===== config.mk =====
export PLATFORM = sky130hd
export DESIGN_NAME = cpu_traffic_gen
export DESIGN_NICKNAME = d
export VERILOG_FILES = /design/src/rtl/cpu_tg_pkg.sv /design/src/rtl/tg_lfsr.sv /design/src/rtl/cpu_traffic_gen.sv
export SDC_FILE = /design/constraint.sdc
export NUM_CORES = 1
export LEC_CHECK = 0
export CORE_MARGIN = 4
export CORE_UTILIZATION = 25
export CTS_CLUSTER_SIZE = 25
export DETAILED_ROUTE_END_ITERATION = 7
export PLACE_DENSITY_LB_ADDON = 0.25
export SETUP_SLACK_MARGIN = 0.5
export SYNTH_ARGS = -nofsm -noshare
export SYNTH_HDL_FRONTEND = slang
export SYNTH_SLANG_ARGS = --single-unit

===== constraint.sdc =====
create_clock -name clk_114 -period 3.2 [get_ports clk_114]
set_clock_uncertainty 0.2 [all_clocks]
set_input_delay 0.64 -clock clk_114 [delete_from_list [all_inputs] [get_ports clk_114]]
set_output_delay 0.64 -clock clk_114 [all_outputs]
set_load 0.02 [all_outputs]

===== src/rtl/cpu_tg_pkg.sv =====
// Shared definitions for the CPU-port traffic generator: cpustate access
// codes, mode codes, controller state enum, LFSR taps and default seed/key.
// Imported by cpu_traffic_gen and tg_lfsr.
package cpu_tg_pkg;

   // cpustate[1:0] access codes seen by sdram_ctrl
   localparam logic [1:0] ST_NONE  = 2'b01;
   localparam logic [1:0] ST_READ  = 2'b10;
   localparam logic [1:0] ST_WRITE = 2'b11;

   // Pattern modes
   localparam logic [1:0] MODE_SEQ  = 2'd0;
   localparam logic [1:0] MODE_LFSR = 2'd1;
   localparam logic [1:0] MODE_BYTE = 2'd2;
   localparam logic [1:0] MODE_LONG = 2'd3;

   typedef enum logic [2:0] {
      S_IDLE,
      S_WR,
      S_WR_WAIT,
      S_RD,
      S_RD_WAIT,
      S_DONE
   } tg_state_e;

   localparam logic [31:0] DEF_LFSR_SEED = 32'hACE1_2468;
   localparam logic [15:0] DEF_DATA_KEY  = 16'h5A3C;

   // Galois right-shift feedback mask for x^32 + x^22 + x^2 + x + 1
   localparam logic [31:0] LFSR_TAPS = 32'h8020_0003;

endpackage


===== src/rtl/tg_lfsr.sv =====
// 32-bit Galois LFSR (taps 32,22,2,1) used as the address scrambler.
// Ports: clk_i/reset_i (sync, active-high), load_i reseeds, step_i advances one
// position (load wins), state_o exposes the low OUT_W bits of the register.
module tg_lfsr
   import cpu_tg_pkg::*;
#(
   parameter logic [31:0] SEED  = DEF_LFSR_SEED,
   parameter int          OUT_W = 32
)(
   input  logic             clk_i,
   input  logic             reset_i,
   input  logic             load_i,
   input  logic             step_i,
   output logic [OUT_W-1:0] state_o
);

   logic [31:0] lfsr_q, lfsr_d;

   always_comb begin
      lfsr_d = lfsr_q;
      if (load_i) begin
         lfsr_d = SEED;
      end else if (step_i) begin
         lfsr_d = {1'b0, lfsr_q[31:1]} ^ (lfsr_q[0] ? LFSR_TAPS : 32'h0);
      end
   end

   always_ff @(posedge clk_i) begin
      if (reset_i) begin
         lfsr_q <= SEED;
      end else begin
         lfsr_q <= lfsr_d;
      end
   end

   assign state_o = lfsr_q[OUT_W-1:0];

endmodule


===== src/rtl/cpu_traffic_gen.sv =====
// CPU-side traffic generator/checker for the sdram_ctrl CPU port: a write pass
// over a region, then a read-back pass checked against the regenerated pattern.
// Ports: start/mode/base_addr/length program a run; ena28/cpuena/cpuRD come
// from sdram_ctrl; cpuAddr/cpustate/cpuL/cpuU/cpuWR drive it; busy/done/
// err_cnt/first_err_addr report status. Sync active-high reset on clk_114.
module cpu_traffic_gen
   import cpu_tg_pkg::*;
#(
   parameter int          ADDR_W    = 24,
   parameter int          LEN_W     = 16,
   parameter int          ERR_W     = 16,
   parameter logic [31:0] LFSR_SEED = DEF_LFSR_SEED,
   parameter logic [15:0] DATA_KEY  = DEF_DATA_KEY
)(
   input  logic              clk_114,
   input  logic              reset,
   input  logic              start,
   input  logic [1:0]        mode,
   input  logic [ADDR_W:1]   base_addr,
   input  logic [LEN_W-1:0]  length,
   input  logic              ena28,
   input  logic              cpuena,
   input  logic [15:0]       cpuRD,
   output logic [ADDR_W:1]   cpuAddr,
   output logic [6:0]        cpustate,
   output logic              cpuL,
   output logic              cpuU,
   output logic [15:0]       cpuWR,
   output logic              busy,
   output logic              done,
   output logic [ERR_W-1:0]  err_cnt,
   output logic [ADDR_W:1]   first_err_addr
);

   tg_state_e         state_q, state_d;
   logic [1:0]        mode_q, mode_d;
   logic [ADDR_W:1]   base_q, base_d;
   logic [LEN_W-1:0]  len_q, len_d;
   logic [LEN_W-1:0]  idx_q, idx_d;
   logic              half_q, half_d;    // second word of a longword access
   logic [ADDR_W:1]   addr_q, addr_d;
   logic [15:0]       wdat_q, wdat_d;
   logic [1:0]        st_q, st_d;
   logic              ncs_q, ncs_d;
   logic              lw_q, lw_d;
   logic              l_q, l_d;
   logic              u_q, u_d;
   logic [ERR_W-1:0]  err_q, err_d;
   logic [ADDR_W:1]   ferr_q, ferr_d;

   logic              lfsr_load, lfsr_step;
   logic [ADDR_W-1:0] lfsr_bits;

   tg_lfsr #(.SEED(LFSR_SEED), .OUT_W(ADDR_W)) u_lfsr (
      .clk_i   (clk_114),
      .reset_i (reset),
      .load_i  (lfsr_load),
      .step_i  (lfsr_step),
      .state_o (lfsr_bits)
   );

   // Pattern for the access at idx_q/half_q. Both passes call this with the
   // same index and LFSR history, so reads regenerate the written sequence.
   logic [ADDR_W:1] gen_addr, lw_first;
   logic [15:0]     gen_dat, lw_dat;
   logic            gen_l, gen_u;

   always_comb begin
      lw_first = base_q + ADDR_W'({idx_q, 1'b0});
      lw_dat   = 16'(lw_first) ^ DATA_KEY;
      gen_addr = base_q + ADDR_W'(idx_q);
      gen_l    = 1'b0;
      gen_u    = 1'b0;
      case (mode_q)
         MODE_LFSR: gen_addr = base_q ^ lfsr_bits;
         MODE_LONG: gen_addr = lw_first + ADDR_W'(half_q);
         MODE_BYTE: begin
            gen_l = idx_q[0];
            gen_u = ~idx_q[0];
         end
         default: ;
      endcase
      gen_dat = 16'(gen_addr) ^ DATA_KEY;
      if (mode_q == MODE_LONG) begin
         gen_dat = half_q ? ~lw_dat : lw_dat;
      end
   end

   logic        access_done, last, mismatch, is_wr;
   logic [15:0] lane_mask;

   assign access_done = ena28 && cpuena;
   assign last        = (idx_q == len_q - LEN_W'(1));
   // Only the byte lanes actually enabled on this access are compared
   assign lane_mask   = {{8{~u_q}}, {8{~l_q}}};
   assign mismatch    = |((cpuRD ^ wdat_q) & lane_mask);
   assign is_wr       = (state_q == S_WR) || (state_q == S_WR_WAIT);

   always_comb begin
      state_d   = state_q;
      mode_d    = mode_q;
      base_d    = base_q;
      len_d     = len_q;
      idx_d     = idx_q;
      half_d    = half_q;
      addr_d    = addr_q;
      wdat_d    = wdat_q;
      st_d      = st_q;
      ncs_d     = ncs_q;
      lw_d      = lw_q;
      l_d       = l_q;
      u_d       = u_q;
      err_d     = err_q;
      ferr_d    = ferr_q;
      lfsr_load = 1'b0;
      lfsr_step = 1'b0;

      case (state_q)
         S_IDLE: begin
            if (start) begin
               if (length == '0) begin
                  state_d = S_DONE;
               end else begin
                  mode_d    = mode;
                  base_d    = base_addr;
                  len_d     = length;
                  idx_d     = '0;
                  half_d    = 1'b0;
                  err_d     = '0;
                  ferr_d    = '0;
                  lfsr_load = 1'b1;
                  state_d   = S_WR;
               end
            end
         end

         // Issue cycle: outputs are still idle here (this is the mandatory
         // gap after a completion); the request registers load on its edge.
         S_WR, S_RD: begin
            addr_d  = gen_addr;
            wdat_d  = gen_dat;
            l_d     = gen_l;
            u_d     = gen_u;
            lw_d    = (mode_q == MODE_LONG);
            ncs_d   = 1'b0;
            st_d    = is_wr ? ST_WRITE : ST_READ;
            state_d = is_wr ? S_WR_WAIT : S_RD_WAIT;
         end

         S_WR_WAIT, S_RD_WAIT: begin
            if (access_done) begin
               st_d  = ST_NONE;
               ncs_d = 1'b1;
               l_d   = 1'b1;
               u_d   = 1'b1;
               lw_d  = 1'b0;
               if (!is_wr && mismatch) begin
                  if (err_q != '1) begin
                     err_d = err_q + ERR_W'(1);
                  end
                  if (err_q == '0) begin
                     ferr_d = addr_q;
                  end
               end
               if (mode_q == MODE_LONG && !half_q) begin
                  half_d  = 1'b1;
                  state_d = is_wr ? S_WR : S_RD;
               end else begin
                  half_d = 1'b0;
                  if (last) begin
                     idx_d     = '0;
                     lfsr_load = 1'b1;
                     state_d   = is_wr ? S_RD : S_DONE;
                  end else begin
                     idx_d     = idx_q + LEN_W'(1);
                     lfsr_step = 1'b1;
                     state_d   = is_wr ? S_WR : S_RD;
                  end
               end
            end
         end

         S_DONE:  state_d = S_IDLE;
         default: state_d = S_IDLE;
      endcase
   end

   always_ff @(posedge clk_114) begin
      if (reset) begin
         state_q <= S_IDLE;
         mode_q  <= MODE_SEQ;
         base_q  <= '0;
         len_q   <= '0;
         idx_q   <= '0;
         half_q  <= 1'b0;
         addr_q  <= '0;
         wdat_q  <= '0;
         st_q    <= ST_NONE;
         ncs_q   <= 1'b1;
         lw_q    <= 1'b0;
         l_q     <= 1'b1;
         u_q     <= 1'b1;
         err_q   <= '0;
         ferr_q  <= '0;
      end else begin
         state_q <= state_d;
         mode_q  <= mode_d;
         base_q  <= base_d;
         len_q   <= len_d;
         idx_q   <= idx_d;
         half_q  <= half_d;
         addr_q  <= addr_d;
         wdat_q  <= wdat_d;
         st_q    <= st_d;
         ncs_q   <= ncs_d;
         lw_q    <= lw_d;
         l_q     <= l_d;
         u_q     <= u_d;
         err_q   <= err_d;
         ferr_q  <= ferr_d;
      end
   end

   assign cpuAddr        = addr_q;
   assign cpustate       = {lw_q, 3'b000, ncs_q, st_q};
   assign cpuL           = l_q;
   assign cpuU           = u_q;
   assign cpuWR          = wdat_q;
   assign busy           = (state_q != S_IDLE) && (state_q != S_DONE);
   assign done           = (state_q == S_DONE);
   assign err_cnt        = err_q;
   assign first_err_addr = ferr_q;

endmodule


# After elaboration in Yosys (flattened, before gate mapping)
# Cells that the tools add are included.
# Widths: inputs -> output; s select.
# op_classes
n_eq_ne	18
mux	55
reduce_logical	24
bitwise_logic	11
addsub	6
# ops
operator	count
$mux 16	10
$mux 24	5
$pmux 24 s2	2
$pmux 16 s2	2
$add 16x1->16 const B	2
$logic_not 16->1	2
$mux 32	1
$xor 31x32->32	1
$add 24x1->24	1
$add 24x16->24	1
$add 24x17->24	1
$xor 24x24->24	1
$mux 3	7
$mux 1	18
$and 16x16->16	1
$eq 16x16->1	1
$ne 16x16->1 const B	1
$not 16->16	1
$not 8->8	2
$reduce_or 16->1	1
$sub 16x1->16 const B	1
$xor 16x16->16	1
$ne 2x2->1 const B	7
$pmux 1 s2	6
other kinds (22)	38
# totals
wordCells	130
reg_bits	180
output_inout_bits	91

# Longest topological paths before layout
# Gate-level depths: netlist of run 1.
# depth
word_depth	7
ltp_mapped	15

# Cells and area by module
# Synthesis of run 1 repeated with hierarchy kept, for this count alone.
# hier_totals
cells_unflattened	1415
hier_area_um2	11145.7
# by_module_without_submodules
mod	cells_per_inst	instances	area_each_um2	seq_area_each_um2
cpu_traffic_gen	1283	1	9779.4	2962.8
tg_lfsr	132	1	1366.3	640.6

# Worst setup path after synthesis of run 1
# OpenSTA, ideal clock, no wires.
# synth_timing
kind	flip-flop to flip-flop
startpoint	register idx_q[0]
endpoint	register addr_q (netlist bit cpuAddr[24])
arrival_ps	3214
setup_slack_ps	-334
path_stages_with_launch	12
required_time_ps	2880
setup_ps	120
path_cell_list	dfxtp_1 -> ha_1 -> fa_1 -> a21o_1 -> a221oi_2 -> o21ai_2 -> a311oi_1 -> xor2_1 -> nor4_2 -> nand4_1 -> o21a_1 -> a211o_1
# synth_via
elab_chain_cells	3
elab_cells_between_ends	4
cone_classes	3 x add/sub; 1 x mux
# synth_lines
element	line	text
start: declaration	cpu_traffic_gen.sv:39	logic [LEN_W-1:0] idx_q, idx_d;
start signal: assignment	cpu_traffic_gen.sv:210	idx_q <= idx_d;
$add 24x17->24	cpu_traffic_gen.sv:69	lw_first = base_q + ADDR_W'({idx_q, 1'b0});
$add 24x1->24	cpu_traffic_gen.sv:76	MODE_LONG: gen_addr = lw_first + ADDR_W'(half_q);
$pmux 24 s2 *	cpu_traffic_gen.sv:74	case (mode_q)
end signal: assignment	cpu_traffic_gen.sv:212	addr_q <= addr_d;
end: declaration	cpu_traffic_gen.sv:41	logic [ADDR_W:1] addr_q, addr_d;
# Mark *: on every way between the ends. The rest lies on a longest branch, timed or not.
# A chain may end at the register's enable or synchronous reset.

# Final worst setup path of run 1
# Same ends and word-level chain as after synthesis.

==> impl_metrics.tcl, run 1 <==
set metrics [dict create \
    status "finished with violations" \
    failed_checks "setup timing" \
    drt_first_iter_violations 616 \
    finalNetCount 1880 \
    io_buffers 150 \
    groute.usage.overall_pct 17.19 \
    swShare_pct 31.87 \
    die_w_um 219.6 \
    hp-class "reg -> reg" \
    fin_ws_ps -128.2 \
    final-hold-violation-count 0 \
    fmax_mhz 300.5 \
    synth_top_family_by_area "simple AND/OR/NAND/NOR gates" \
    timing.rr.start "idx_q[0]$_SDFFE_PP0P_" \
    synth_fa_ha_area_share_pct 4.717 \
    grt_max_degree 43 \
    muxShareOfSynthArea_pct 2.895 \
    post-route-period-util_pct 104.0 \
    synthArstFlopShare_pct 0 \
    grt_pass1_vias 11430 \
    yosysSeqAreaShare_pct 32.19 \
    wl_um 42550 \
    drv_cap 0 \
    yosys.area_share.simple_pct 23.79 \
    rsz0062_at_grt "yes" \
    finalSetupViolations 13 \
    syn2layout_area_growth_pct 59.07 \
    drc 0 \
    min_to "ncs_q$_SDFFE_PP1P_" \
    ant_nets 0 \
    synth_edf_count 0 \
    die_h_um 219.6 \
    synth_seq_cells 180 \
    vias_per_cell 4.876 \
    reg2regPathDepth 14 \
    synth_top_cell_area_share_pct 32.19 \
    ios 154 \
    worst_pin_slew_ps 915.4 \
    h-tree-depth 4 \
    yosys.area_share.xor_xnor_pct 10.95 \
    detail_route.wl_per_cell_um 17.88 \
    period_needed_ps 3328 \
    cts.sinks 180 \
    antenna_found_initial 0 \
    cp-start-kind "flop" \
    hpwl_um 29880 \
    syn_area_um2 11190 \
    worstSetupEndpointType "flop" \
    r2r-end "cpuAddr[24]$_SDFFE_PP0P_" \
    drive_above_1_share_pct 33.28 \
    p_int_mw 4.303 \
    syn_inst 1416 \
    ys_types 82 \
    finalMaxSlewViolations 0 \
    ys.warnings.count 0 \
    hold_path_startpoint "ncs_q$_SDFFE_PP1P_" \
    clk_pin_slew_ps 70 \
    cp.required_ps 3340 \
    die_area_um2 48220 \
    synth_compound_area_share_pct 20.70 \
    synth.top_cells.by_area "dfxtp_1, a21oi_1, xor2_1" \
    clockBufferDepth 2 \
    synth_area_leader_cell "dfxtp_1" \
    synthFlopType "dfxtp_1" \
    overflow 0 \
    num_vias 11600 \
    cts_tree "built" \
    rows 77 \
    n_antenna_cell 0 \
    synth.avg_cell_area_um2 7.905 \
    slew_headroom_pct 38.75 \
    core-area_um2 44220 \
    pwr-share-seq_pct 38.8 \
    hold_ws_ps 251.8 \
    power.switching_mw 2.013 \
    combPwrFrac_pct 26.7 \
    critPathArrivalTime_ps 3470 \
    place.gp.congestion 0.8496 \
    cts_buffers 17 \
    whs_path_depth 2 \
    insertion_delay_ps 460 \
    crit_type "reg -> reg" \
    irDropWorstVdd_mv 0.3866 \
    root_buffer "clkbuf_16" \
    regToRegSetupSlack_ps -130 \
    grt_pass1_wl_um 65100 \
    power_density_nw_per_um2 354.8 \
    cp_max_fo 5 \
    p_leak_nw 7.078 \
    pwr-share-clk_pct 34.5 \
    hold_buffers 0 \
    total_power_mw 6.317 \
    initial_core_util_pct 25.31 \
    firstDrtPassIters 5 \
]
power groups by stage:
stage / sequential [mW] / clock, mW / combinational, mW
2_1_floorplan: 2.52 / 0 / 0.746
3_3_place_gp: 2.50 / 0 / 1.32
3_5_place_dp: 2.50 / 0 / 1.33
4_1_cts: 2.45 / 2.23 / 1.60
5_1_grt: 2.47 / 2.30 / 1.82
6_report: 2.45 / 2.18 / 1.69
kinds of logic after synthesis:
kind of cell,after synthesis
fa+ha+maj,41
flops,180
mux,32
xor+xnor,140
buf+inv,128
compound gates,349
simple gates,545
other cells,1
state kept, by name, indices dropped and copies added (netlist names):
signal / count
base_q: 24
cpuAddr: 24
cpuL: 1
cpuU: 1
cpuWR: 16
err_cnt: 16
first_err_addr: 24
half_q: 1
idx_q: 16
len_q: 16
lw_q: 1
mode_q: 2
ncs_q: 1
st_q: 2
state_q: 3
u_lfsr.lfsr_q: 32
layout by cell type, fill, tap and decap left out, types with 38 or more instances in the layout:
master,synthesis,layout
a21oi_1,148,107
nand2_1,154,152
nor2_1,159,119
xnor2_1,65,55
buf_4,9,207
dfxtp_1,180,167
clkdlybuf4s50_1,0,114
buf_6,0,43
inv_1,41,38
xor2_1,75,67
synthesized netlist by cell type (6+ instances only):
library cell,n
dfxtp_1,180
buf_4,9
inv_1,41
nand2b_1,32
mux2i_1,29
buf_2,11
nand2_1,154
nand4_1,27
clkbuf_1,57
o21a_1,12
a31oi_1,8
buf_1,10
and2_1,6
o211ai_1,12
o21ai_0,36
a21oi_1,148
nor2_1,159
a211oi_1,24
nor3_1,34
nor4_1,13
xor2_1,75
a211o_1,17
and3_1,11
nand3_1,45
a21o_1,19
nor2b_1,13
or3_1,9
xnor2_1,65
ha_1,39
worst max path at each step:
stage | start | endpoint | slack [ps] | cells past startpoint
6_report | idx_q[0]$_SDFFE_PP0P_ | cpuAddr[24]$_SDFFE_PP0P_ | -130 | 14
5_1_grt | idx_q[0]$_SDFFE_PP0P_ | cpuAddr[22]$_SDFFE_PP0P_ | -270 | 14
4_1_cts | idx_q[0]$_SDFFE_PP0P_ | cpuAddr[20]$_SDFFE_PP0P_ | -150 | 12
3_5_place_dp | start | first_err_addr[23]$_SDFFE_PP0P_ | -560 | 11
3_3_place_gp | start | first_err_addr[24]$_SDFFE_PP0P_ | -490 | 11
2_1_floorplan | idx_q[0]$_SDFFE_PP0P_ | cpuAddr[24]$_SDFFE_PP0P_ | -100 | 11
repair_timing:
action | CTS | global route
cloned | 15 | 3
setup endpoints to repair | 121 | 118
gates resized for setup | 263 | 127
pin swaps | 108 | 101
setup buffers | 38 | 13
per-stage QoR:
stage	worst slack [ps]	instance area [um2]	cells	TNS [ps]	util, %
finish	-128.2	17800	2380	-950.1	40.26
global route	-273.8	17800	2380	-3072	40.26
CTS	-151.5	17100	2364	-957.9	38.67
detailed placement	-563.5	15000	2280	-22840	33.92
global placement	-488.4	15000	2280	-19820	33.92
floorplan	-97.87	11610	1418	-97.87	-
worst max-delay path, cell delays in order, from the launching register on:
cell	delay, ps
dfxtp_4	360
ha_4	160
fa_2	360
a21o_1	210
a221oi_4	270
buf_4	160
buf_6	90
o211ai_1	110
o2111ai_1	160
o31ai_4	130
or3_4	420
nand4_1	150
buf_4	140
nor3_2	30
a211o_1	260
layout make-up:
type / count / area, um2
well taps: 592 / 740.7
repair buffers: 418 / 3931
clock buffers: 17 / 425.4
flip-flops and latches: 180 / 3630
fillers: 4408 / 26420
multi-input cells: 1118 / 8756
inverters: 41 / 156.4
clock inverters: 14 / 165.2
per-layer routing:
layer / GRT usage [%] / up-vias / wire length, um
met5: 0 / - / 0
li1: - / 5736 / -
met2: 28.26 / 221 / 19890
met1: 22.91 / 5587 / 19700
met3: 2.330 / 60 / 1636
met4: 6.594 / 0 / 1315
No activity file was read; power rests on OpenSTA's default activity.
==> run 2, diff against run 1 <==
--- a/config.mk
+++ b/config.mk
@@ -11,6 +11,7 @@
 export DETAILED_ROUTE_END_ITERATION = 7
 export PLACE_DENSITY_LB_ADDON = 0.25
 export SETUP_SLACK_MARGIN = 0.5
+export SKIP_CTS_REPAIR_TIMING = 1
 export SYNTH_ARGS = -nofsm -noshare
 export SYNTH_HDL_FRONTEND = slang
 export SYNTH_SLANG_ARGS = --single-unit
==> run 2 against run 1 <==
  * Critical path depth fell by 1
  * Highest routed layer unchanged
  * Worst hold slack barely moved
  * Die area did not move
  * Final cell count fell by 0.80%
  * Critical path type unchanged
  * Global-route usage fell by 1.8 points
  * The run still ends with setup timing left
  * First-iteration DRC count fell by 12%
  * Register-to-register slack got worse by 100 ps
==> impl_metrics.tcl, run 2 (synthesis results as in run 1) <==
set metrics [dict create \
    p_int_mw 4.236 \
    drc 0 \
    rows 77 \
    finalMaxSlewViolations 0 \
    overflow 0 \
    finalSetupViolations 35 \
    initial_core_util_pct 25.31 \
    io_buffers 150 \
    wl_um 41850 \
    slew_headroom_pct 41.56 \
    die_w_um 219.6 \
    drv_cap 0 \
    largest_register_ffs 32 \
    firstDrtPassIters 5 \
    grt_pass1_wl_um 59060 \
    top_register "u_lfsr.lfsr_q" \
    combPwrFrac_pct 25.5 \
    p_leak_nw 7.083 \
    crit_family "compound AO/OA/AOI/OAI gates" \
    mostFrequentLayoutCells "buf_4, dfxtp_1, nand2_1, nor2_1, a21oi_1" \
    cp.required_ps 3340 \
    fmax_mhz 291.5 \
    regToRegSetupSlack_ps -230 \
    ant_nets 0 \
    clockBufferDepth 2 \
    grt_max_degree 47 \
    insertion_delay_ps 460 \
    fin_ws_ps -230.3 \
    core-area_um2 44220 \
    final_core_util_pct 39.04 \
    drt_first_iter_violations 543 \
    root_buffer "clkbuf_16" \
    place.gp.congestion 0.8496 \
    final-hold-violation-count 0 \
    pwr-share-clk_pct 35.0 \
    failed_checks "setup timing" \
    cpMaxStageDelayCell "nor4_4" \
    antenna_found_initial 0 \
    vias_per_cell 4.814 \
    finalNetCount 1861 \
    nFillCells 4471 \
    drive_above_1_share_pct 29.23 \
    cp.buffers_inverters 2 \
    detail_route.wl_per_cell_um 17.73 \
    hpwl_um 29880 \
    swShare_pct 31.71 \
    wl_met2_um 19380 \
    n_antenna_cell 0 \
    worstSetupEndpointType "flop" \
    worst_pin_slew_ps 873.3 \
    irDropWorstVdd_mv 0.3795 \
    h-tree-depth 4 \
    hold_ws_ps 251.5 \
    dr_wl_met3_um 1376 \
    hp-class "reg -> reg" \
    cp_max_fo 4 \
    final_common_cell "buf_4" \
    max_stage_delay_ps 390 \
    period_needed_ps 3430 \
    post-route-period-util_pct 107.2 \
    grt_pass1_vias 10620 \
    wl_met1_um 19950 \
    pwr-share-seq_pct 39.5 \
    cts_tree "built" \
    power_density_nw_per_um2 359.3 \
    die_area_um2 48220 \
    syn2layout_area_growth_pct 54.23 \
    power.switching_mw 1.967 \
    critPathArrivalTime_ps 3570 \
    clk_pin_slew_ps 70 \
    path_cells "ha_4 > fa_2 > a21o_1 > a221oi_4 > o21ai_2 > buf_6 > xor2_4 > o211ai_1 > buf_4 > nor4_4 > nand4_1 > a221oi_2 > o21ai_1" \
    cts.sinks 180 \
    groute.usage.overall_pct 15.41 \
    top_layer "met4" \
    rsz0062_at_grt "yes" \
    die_h_um 219.6 \
    cp-start-kind "flop" \
    num_vias 11370 \
    crit_type "reg -> reg" \
    status "finished with violations" \
    cts_buffers 17 \
    ios 154 \
]
## run 2: area by class of cell
type,count,area (um2),share of cell area (%)
Timing Repair Buffer,401,3721,21.56
Multi-Input combinational cell,1116,8423,48.79
Tap cell,592,740.7,4.291
Inverter,41,157.7,0.9132
Clock inverter,14,165.2,0.9567
Sequential cell,180,3630,21.03
Clock buffer,17,425.4,2.464
## run 2: layer usage
| metal | GRT usage (%) | up-vias |
|---|---|---|
| li1 | - | 5693 |
| met1 | 21.81 | 5422 |
| met2 | 24.24 | 199 |
| met3 | 2.068 | 52 |
| met4 | 5.003 | 0 |
| met5 | 0 | - |
## run 2: final timing paths
check	from	to	cells past startpoint
setup / recovery	base_q[2]$_SDFFE_PP0P_	cpuAddr[21]$_SDFFE_PP0P_	13
hold / removal	ncs_q$_SDFFE_PP1P_	ncs_q$_SDFFE_PP1P_	2
setup reg to reg	base_q[2]$_SDFFE_PP0P_	cpuAddr[21]$_SDFFE_PP0P_	13
hold reg to reg	ncs_q$_SDFFE_PP1P_	ncs_q$_SDFFE_PP1P_	2
## run 2: metrics by stage
step / area, um2 / worst slack (ps) / power [mW] / setup TNS [ps] / cells
after global placement: 15000 / -488.4 / 3.814 / -19820 / 2280
final: 17260 / -230.3 / 6.203 / -2549 / 2361
after floorplan: 11610 / -97.87 / 3.268 / -97.87 / 1418
after global routing: 17260 / -355.2 / 6.473 / -7479 / 2361
after detailed placement: 15000 / -563.5 / 3.829 / -22840 / 2280
after CTS: 15590 / -303.2 / 6.012 / -3148 / 2311
## run 2: worst register-to-register path, cell delays in order, from the launching register on
cell and delay (ps):
dfxtp_2 350, ha_4 170, fa_2 340, a21o_1 230
a221oi_4 300, o21ai_2 100, buf_6 140, xor2_4 150
o211ai_1 140, buf_4 190, nor4_4 390, nand4_1 160
a221oi_2 360, o21ai_1 90
## run 2: power groups by stage
stage / combinational [mW] / clock, mW / sequential, mW
after detailed placement: 1.33 / 0 / 2.50
after global routing: 1.71 / 2.30 / 2.46
after global placement: 1.32 / 0 / 2.50
final: 1.58 / 2.17 / 2.45
after floorplan: 0.746 / 0 / 2.52
after CTS: 1.34 / 2.23 / 2.45
==> run 3, diff against run 2 <==
--- a/config.mk
+++ b/config.mk
@@ -5,6 +5,7 @@
 export SDC_FILE = /design/constraint.sdc
 export NUM_CORES = 1
 export LEC_CHECK = 0
+export CAP_MARGIN = 20
 export CORE_MARGIN = 4
 export CORE_UTILIZATION = 25
 export CTS_CLUSTER_SIZE = 25
==> constraint.sdc (replaced) <==
create_clock -name clk_114 -period 3.2 [get_ports clk_114]
set_clock_uncertainty 0.2 [all_clocks]
set_input_delay 0.96 -clock clk_114 [delete_from_list [all_inputs] [get_ports clk_114]]
set_output_delay 0.96 -clock clk_114 [all_outputs]
set_load 0.02 [all_outputs]
==> run 3 against run 2 <==
  * The flow still finishes with violations (setup timing)
  * Sequential power is essentially flat
  * Clock power shrank 8%
  * Critical path depth is the same
  * Final cell count grew 0.21%
  * Combinational power grew 4%
  * Worst hold slack gained 20 ps
  * Sequential share of layout area shrank 0.13 points
  * Non-clock buffer count grew 9
  * Critical path type unchanged
==> impl_metrics.tcl, run 3 (synthesis results as in run 1) <==
set metrics [dict create \
    cp.required_ps 3380 \
    crit_type "reg -> reg" \
    worst_pin_slew_ps 809.1 \
    hold_path_startpoint "u_lfsr.lfsr_q[31]$_SDFFE_PP1P_" \
    p_leak_nw 7.569 \
    initial_core_util_pct 25.31 \
    timing.rr.start "idx_q[0]$_SDFFE_PP0P_" \
    combPwrFrac_pct 27.0 \
    num_vias 11420 \
    grtUsageMet1_pct 21.03 \
    r2r-end "cpuAddr[22]$_SDFFE_PP0P_" \
    drt_first_iter_violations 558 \
    cts.sinks 180 \
    cpMaxStageDelayCell "dfxtp_4" \
    nFillCells 4382 \
    fmax_mhz 289.7 \
    clockBufferDepth 2 \
    cts_tree "built" \
    antenna_found_initial 0 \
    place.gp.congestion 0.8685 \
    finalNetCount 1865 \
    n_antenna_cell 0 \
    die_w_um 219.6 \
    pre_cts_ws_ps -919.1 \
    final_common_cell "buf_4" \
    final-hold-violation-count 0 \
    drc 0 \
    grt_pass1_vias 10700 \
    die_area_um2 48220 \
    whs_path_depth 1 \
    drive_above_1_share_pct 30.55 \
    met2_usage_pct 24.88 \
    worstSetupEndpointType "flop" \
    ios 154 \
    slew_headroom_pct 45.86 \
    fin_ws_ps -251.4 \
    setup_tns_ps -3394 \
    rows 77 \
    total_power_mw 6.091 \
    firstDrtPassIters 5 \
    io_buffers 150 \
    p_int_mw 4.142 \
    power_density_nw_per_um2 351.1 \
    max_stage_delay_ps 360 \
    cp_max_fo 3 \
    regToRegSetupSlack_ps -250 \
    hold_ws_ps 271.1 \
    root_buffer "clkbuf_16" \
    vias_per_cell 4.826 \
    min_to "u_lfsr.lfsr_q[31]$_SDFFE_PP1P_" \
    wl_um 41600 \
    critPathArrivalTime_ps 3630 \
    pwr-share-clk_pct 32.8 \
    largest_register_ffs 32 \
    grt_pass1_wl_um 58860 \
    period_needed_ps 3451 \
    drv_cap 0 \
    mostFrequentLayoutCells "buf_4, dfxtp_1, nand2_1, nor2_1, a21oi_1" \
    status "finished with violations" \
    place_area_um2 15060 \
    die_h_um 219.6 \
    met3_usage_pct 3.061 \
    reg2regPathDepth 13 \
    finalSetupViolations 48 \
    insertion_delay_ps 460 \
    detail_route.wl_per_cell_um 17.58 \
    overflow 0 \
    ant_nets 0 \
    groute.usage.overall_pct 15.40 \
    grt_max_degree 46 \
    regArea_um2 3625 \
    power.switching_mw 1.948 \
    design_area_um2 17350 \
    final_core_util_pct 39.22 \
    multi_input_area_um2 8295 \
    pwr-share-seq_pct 40.2 \
    h-tree-depth 4 \
    hp-class "reg -> reg" \
    finalMaxSlewViolations 0 \
    rsz0062_at_grt "yes" \
    grt_most_used_layer "met2" \
    failed_checks "setup timing" \
    irDropWorstVdd_mv 0.3177 \
    path_common_cell "buf_4" \
    clk_pin_slew_ps 70 \
    top_register "u_lfsr.lfsr_q" \
    syn2layout_area_growth_pct 54.96 \
    dp_cells 2287 \
    cts_buffers 17 \
    cp-start-kind "flop" \
    hpwl_um 30020 \
    swShare_pct 31.99 \
    path_cells "ha_4 > fa_2 > a21o_4 > a221oi_4 > o21ai_4 > xor2_2 > o211ai_1 > buf_4 > nor4_4 > nand4_1 > buf_4 > mux2i_1 > a211oi_1" \
    post-route-period-util_pct 107.9 \
    core-area_um2 44220 \
    final_cells 2366 \
]
run 3: changes by cell type in the layout (fill, tap and decap cells not counted), moves of 6 or more:
cell | before | now
a21oi_2 | 22 | 34
nor2_2 | 6 | 20
clkbuf_2 | 4 | 10
a21oi_1 | 122 | 111
buf_4 | 215 | 207
clkdlybuf4s50_1 | 114 | 82
dlymetal6s2s_1 | 30 | 53
nor2_4 | 20 | 14
buf_6 | 24 | 33
nor2_1 | 133 | 125
run 3: power groups by stage:
| stage | Clock (mW) | Combinational [mW] | Sequential [mW] |
|---|---|---|---|
| after floorplan | 0 | 0.754 | 2.52 |
| after global placement | 0 | 1.33 | 2.49 |
| after detailed placement | 0 | 1.35 | 2.49 |
| after CTS | 2.06 | 1.35 | 2.44 |
| after global routing | 2.14 | 1.77 | 2.46 |
| final | 2.00 | 1.64 | 2.45 |
run 3: worst max-delay path, delay by kind of cell, from the launching register on:
kind,cells,cell delay (ps)
simple gates,2,530
fa+ha+maj,2,510
buf+inv,2,360
flops,1,360
mux,1,100
xor+xnor,1,280
compound gates,5,1030
run 3: area by class of cell:
cell class	count	area share, %
timing repair buffer	410	22.97
inverter	41	0.9089
tap	592	4.270
clock buffer	19	2.554
multi-input combinational	1111	47.83
clock inverter	13	0.5699
sequential	180	20.90
run 3: how the worst max path moves through the flow:
stage,cells past startpoint,from,to
2_1_floorplan,10,length[2],u_lfsr.lfsr_q[16]$_SDFFE_PP1P_
3_3_place_gp,10,cpuRD[1],first_err_addr[12]$_SDFFE_PP0P_
3_5_place_dp,10,cpuRD[1],first_err_addr[21]$_SDFFE_PP0P_
4_1_cts,10,cpuRD[1],first_err_addr[12]$_SDFFE_PP0P_
5_1_grt,13,idx_q[0]$_SDFFE_PP0P_,cpuAddr[22]$_SDFFE_PP0P_
6_report,13,idx_q[0]$_SDFFE_PP0P_,cpuAddr[22]$_SDFFE_PP0P_
run 3: per-layer routing:
layer  part of all wire (%)  routed length (um)
met1                     46               19150
met2                     47               19730
met3                    4.6                1896
met4                    2.0                 818
met5                      0                   0
==> RTL edit, RTL diff (settings of run 1) <==
Put a register stage on the output `done`, cleared by the reset. The value now appears one clock later. The other outputs are not delayed to match.
--- a/src/rtl/cpu_traffic_gen.sv
+++ b/src/rtl/cpu_traffic_gen.sv
@@ -228,5 +228,11 @@
    assign cpuWR          = wdat_q;
    assign busy           = (state_q != S_IDLE) && (state_q != S_DONE);
-   assign done           = (state_q == S_DONE);
+   always_ff @(posedge clk_114) begin
+      if (reset) begin
+         done <= '0;
+      end else begin
+         done <= (state_q == S_DONE);
+      end
+   end
    assign err_cnt        = err_q;
    assign first_err_addr = ferr_q;
Check against the original RTL: not equivalent (Yosys sat finds a counterexample within 4 cycles, from zero or initial values and one cycle with reset high).
==> RTL edit against run 1 <==
The flow still finishes with violations (negative setup slack); largest cell class unchanged; largest power group unchanged; total power rose by 10%; non-clock buffer count fell by 11; sequential share of layout area grew 1.1 points; fmax down 4.2%; sequential cell count up 1; via count is 5.5% lower; worst setup slack worse by 0.14 ns; synthesized area is 2.4% lower; wire length down 6.9%; final area fell by 4.6%; combinational power grew 30%; clock power is essentially flat.
==> RTL edit: results (changes against run 1) <==
Critical path
  • Slowest stage cell, crit path: or4_4 (was or3_4)
  • Crit-path max cell delay: 0.55 ns (was 0.42 ns)
  • Crit end category: register (unchanged)
  • Worst EP arrival: 3.61 ns (was 3.47 ns)

Detailed routing
  • Metal3 WL: 1630 um (was 1640 um)
  • DR WL met2: 18800 um (was 19900 um)
  • Top sig layer: met4 (unchanged)
  • Met1 WL: 18400 um (was 19700 um)
  • Detailed Route Iter0 Violations: 471 (was 616)
  • Final WL: 39600 um (was 42500 um)
  • Vias per cell: 4.76 (was 4.88)

Outcome
  • Outcome: finished, violations left (unchanged)
  • Violated checks: negative setup slack (unchanged)

Timing
  • Final worst slack: -0.273 ns (was -0.128 ns)
  • Setup TNS: -9.08 ns (was -0.950 ns)
  • Slew margin rel.: 0.540 (was 0.388)
  • Final number of setup-violating endpoints: 64 (was 13)

Placed design
  • Post-DP Area: 0.0144 sq mm (was 0.0150 sq mm)
  • GPL Wtd Cong: 0.851 (was 0.850)
  • Placed cell count: 2198 (was 2280)
  • DP HPWL: 29100 um (was 29900 um)
  • Pre-CTS WS: -0.383 ns (was -0.564 ns)

Global routing
  • Largest net degree at the start of global routing: 54 (was 43)
  • Vias in the first global route: 10900 (was 11400)
  • GR Util All Layers: 0.163 (was 0.172)
  • First-pass GRT wire length: 61100 um (was 65100 um)

Pwr
  • Leak pwr: 6.76 nW (was 7.08 nW)
  • IR drop worst, VDD: 0.334 mV (was 0.387 mV)

Logic synthesis
  • Complex-gate fraction of the synthesized area: 0.202 (was 0.207)
  • XOR/XNOR Fraction of Synth Area: 0.127 (was 0.110)
  • Synth Instances: 1360 (was 1416)
  • Mux contribution to synthesized area: 0.0213 (was 0.0290)
  • Sequential area share after synthesis: 0.332 (was 0.322)
  • Distinct cells, synth: 91 (was 82)
  • Top post-synthesis cells by count: dfxtp_1, nand2_1, nor2_1, a21oi_1, xor2_1 (was dfxtp_1, nor2_1, nand2_1, a21oi_1, xor2_1)
  • Post-synthesis adder-cell area fraction: 0.0484 (was 0.0472)
  • Synth area leaders: dfxtp_1, xor2_1, a21oi_1 (was dfxtp_1, a21oi_1, xor2_1)
  • EDFF count, synth: 0 (unchanged)

Finish
  • Share of layout cells above drive strength 1: 0.287 (was 0.333)
  • Fillers: 4341 (was 4408)
  • Nets@finish: 1811 (was 1880)
  • Finished Layout Cells: 2304 (was 2380)

Clock tree
  • Clock slew at reported path FFs: 0.07 ns (about the same)
==> RTL edit: cell count changes in the layout (fill, tap and decap cells not counted), moves of 11 or more <==
cell | before | now
nand2_1 | 152 | 167
buf_4 | 207 | 195
a21oi_1 | 107 | 123
mux2i_1 | 27 | 14
a211oi_1 | 18 | 7
nand2b_4 | 25 | 0
nand3_2 | 27 | 1
dlygate4sd2_1 | 17 | 3
nand3_1 | 17 | 46
a21oi_2 | 36 | 10
==> RTL edit: final timing paths <==
check                startpoint            endpoint  slack (ns)  cells past startpoint
min          first_err_addr[14]  first_err_addr[14]        0.25                      2
min reg2reg  first_err_addr[14]  first_err_addr[14]        0.25                      2
max reg2reg            idx_q[0]         cpuAddr[19]       -0.27                     14
max                    idx_q[0]         cpuAddr[19]       -0.27                     14
==> RTL edit: worst max-delay path, delay by kind of cell, from the launching register on <==
| kind | cells | cell delay (ns) |
|---|---|---|
| AO/OA/AOI/OAI | 5 | 0.98 |
| XOR/XNOR | 1 | 0.10 |
| adder cells (fa/ha/maj) | 2 | 0.53 |
| buffers and inverters | 3 | 0.47 |
| flip-flops | 1 | 0.35 |
| AND/OR/NAND/NOR | 3 | 0.74 |
==> RTL edit: repair_timing <==
action,CTS,global route
gates cloned,9,0
resized for setup,135,169
pin swaps,74,63
setup buffers,39,27
setup endpoints to repair,116,120
hold buffers,0,0
==> RTL edit: layout make-up <==
cell class	count	area, sq um	share of cell area
clock inverters	11	151	0.00891
clock buffers	20	447	0.0263
well taps	585	732	0.0431
multi-input cells	1064	7950	0.468
flip-flops and latches	181	3640	0.215
inverters	36	135	0.00795
repair buffers	407	3930	0.232
==> RTL edit: logic make-up (layout without fill, tap and decap cells) <==
| family | count (synthesis) | in the layout |
|---|---|---|
| mux | 23 | 23 |
| compound gates | 331 | 331 |
| simple gates | 512 | 512 |
| xor+xnor | 154 | 154 |
| flops | 181 | 181 |
| other cells | 1 | 3 |
| fa+ha+maj | 41 | 41 |
| buf+inv | 117 | 474 |
==> RTL edit: routing by layer <==
metal | vias up | GRT usage
met5 | - | 0
met4 | 0 | 0.0458
met3 | 33 | 0.0281
met2 | 210 | 0.270
met1 | 5218 | 0.218
li1 | 5507 | -
==> RTL edit: power breakdown <==
part           switching (mW)  total (mW)  internal [mW]
registers               0.171        2.57           2.40
clock network           0.936        2.18           1.25
logic                    1.16        2.20           1.04
total                    2.27        6.95           4.69
==> RTL edit: through the flow <==
stage,hold slack (ns),util
global placement,0.239,0.334
floorplan,0.223,-
global route,0.271,0.394
detailed placement,0.246,0.334
finish,0.252,0.394
CTS,0.255,0.373
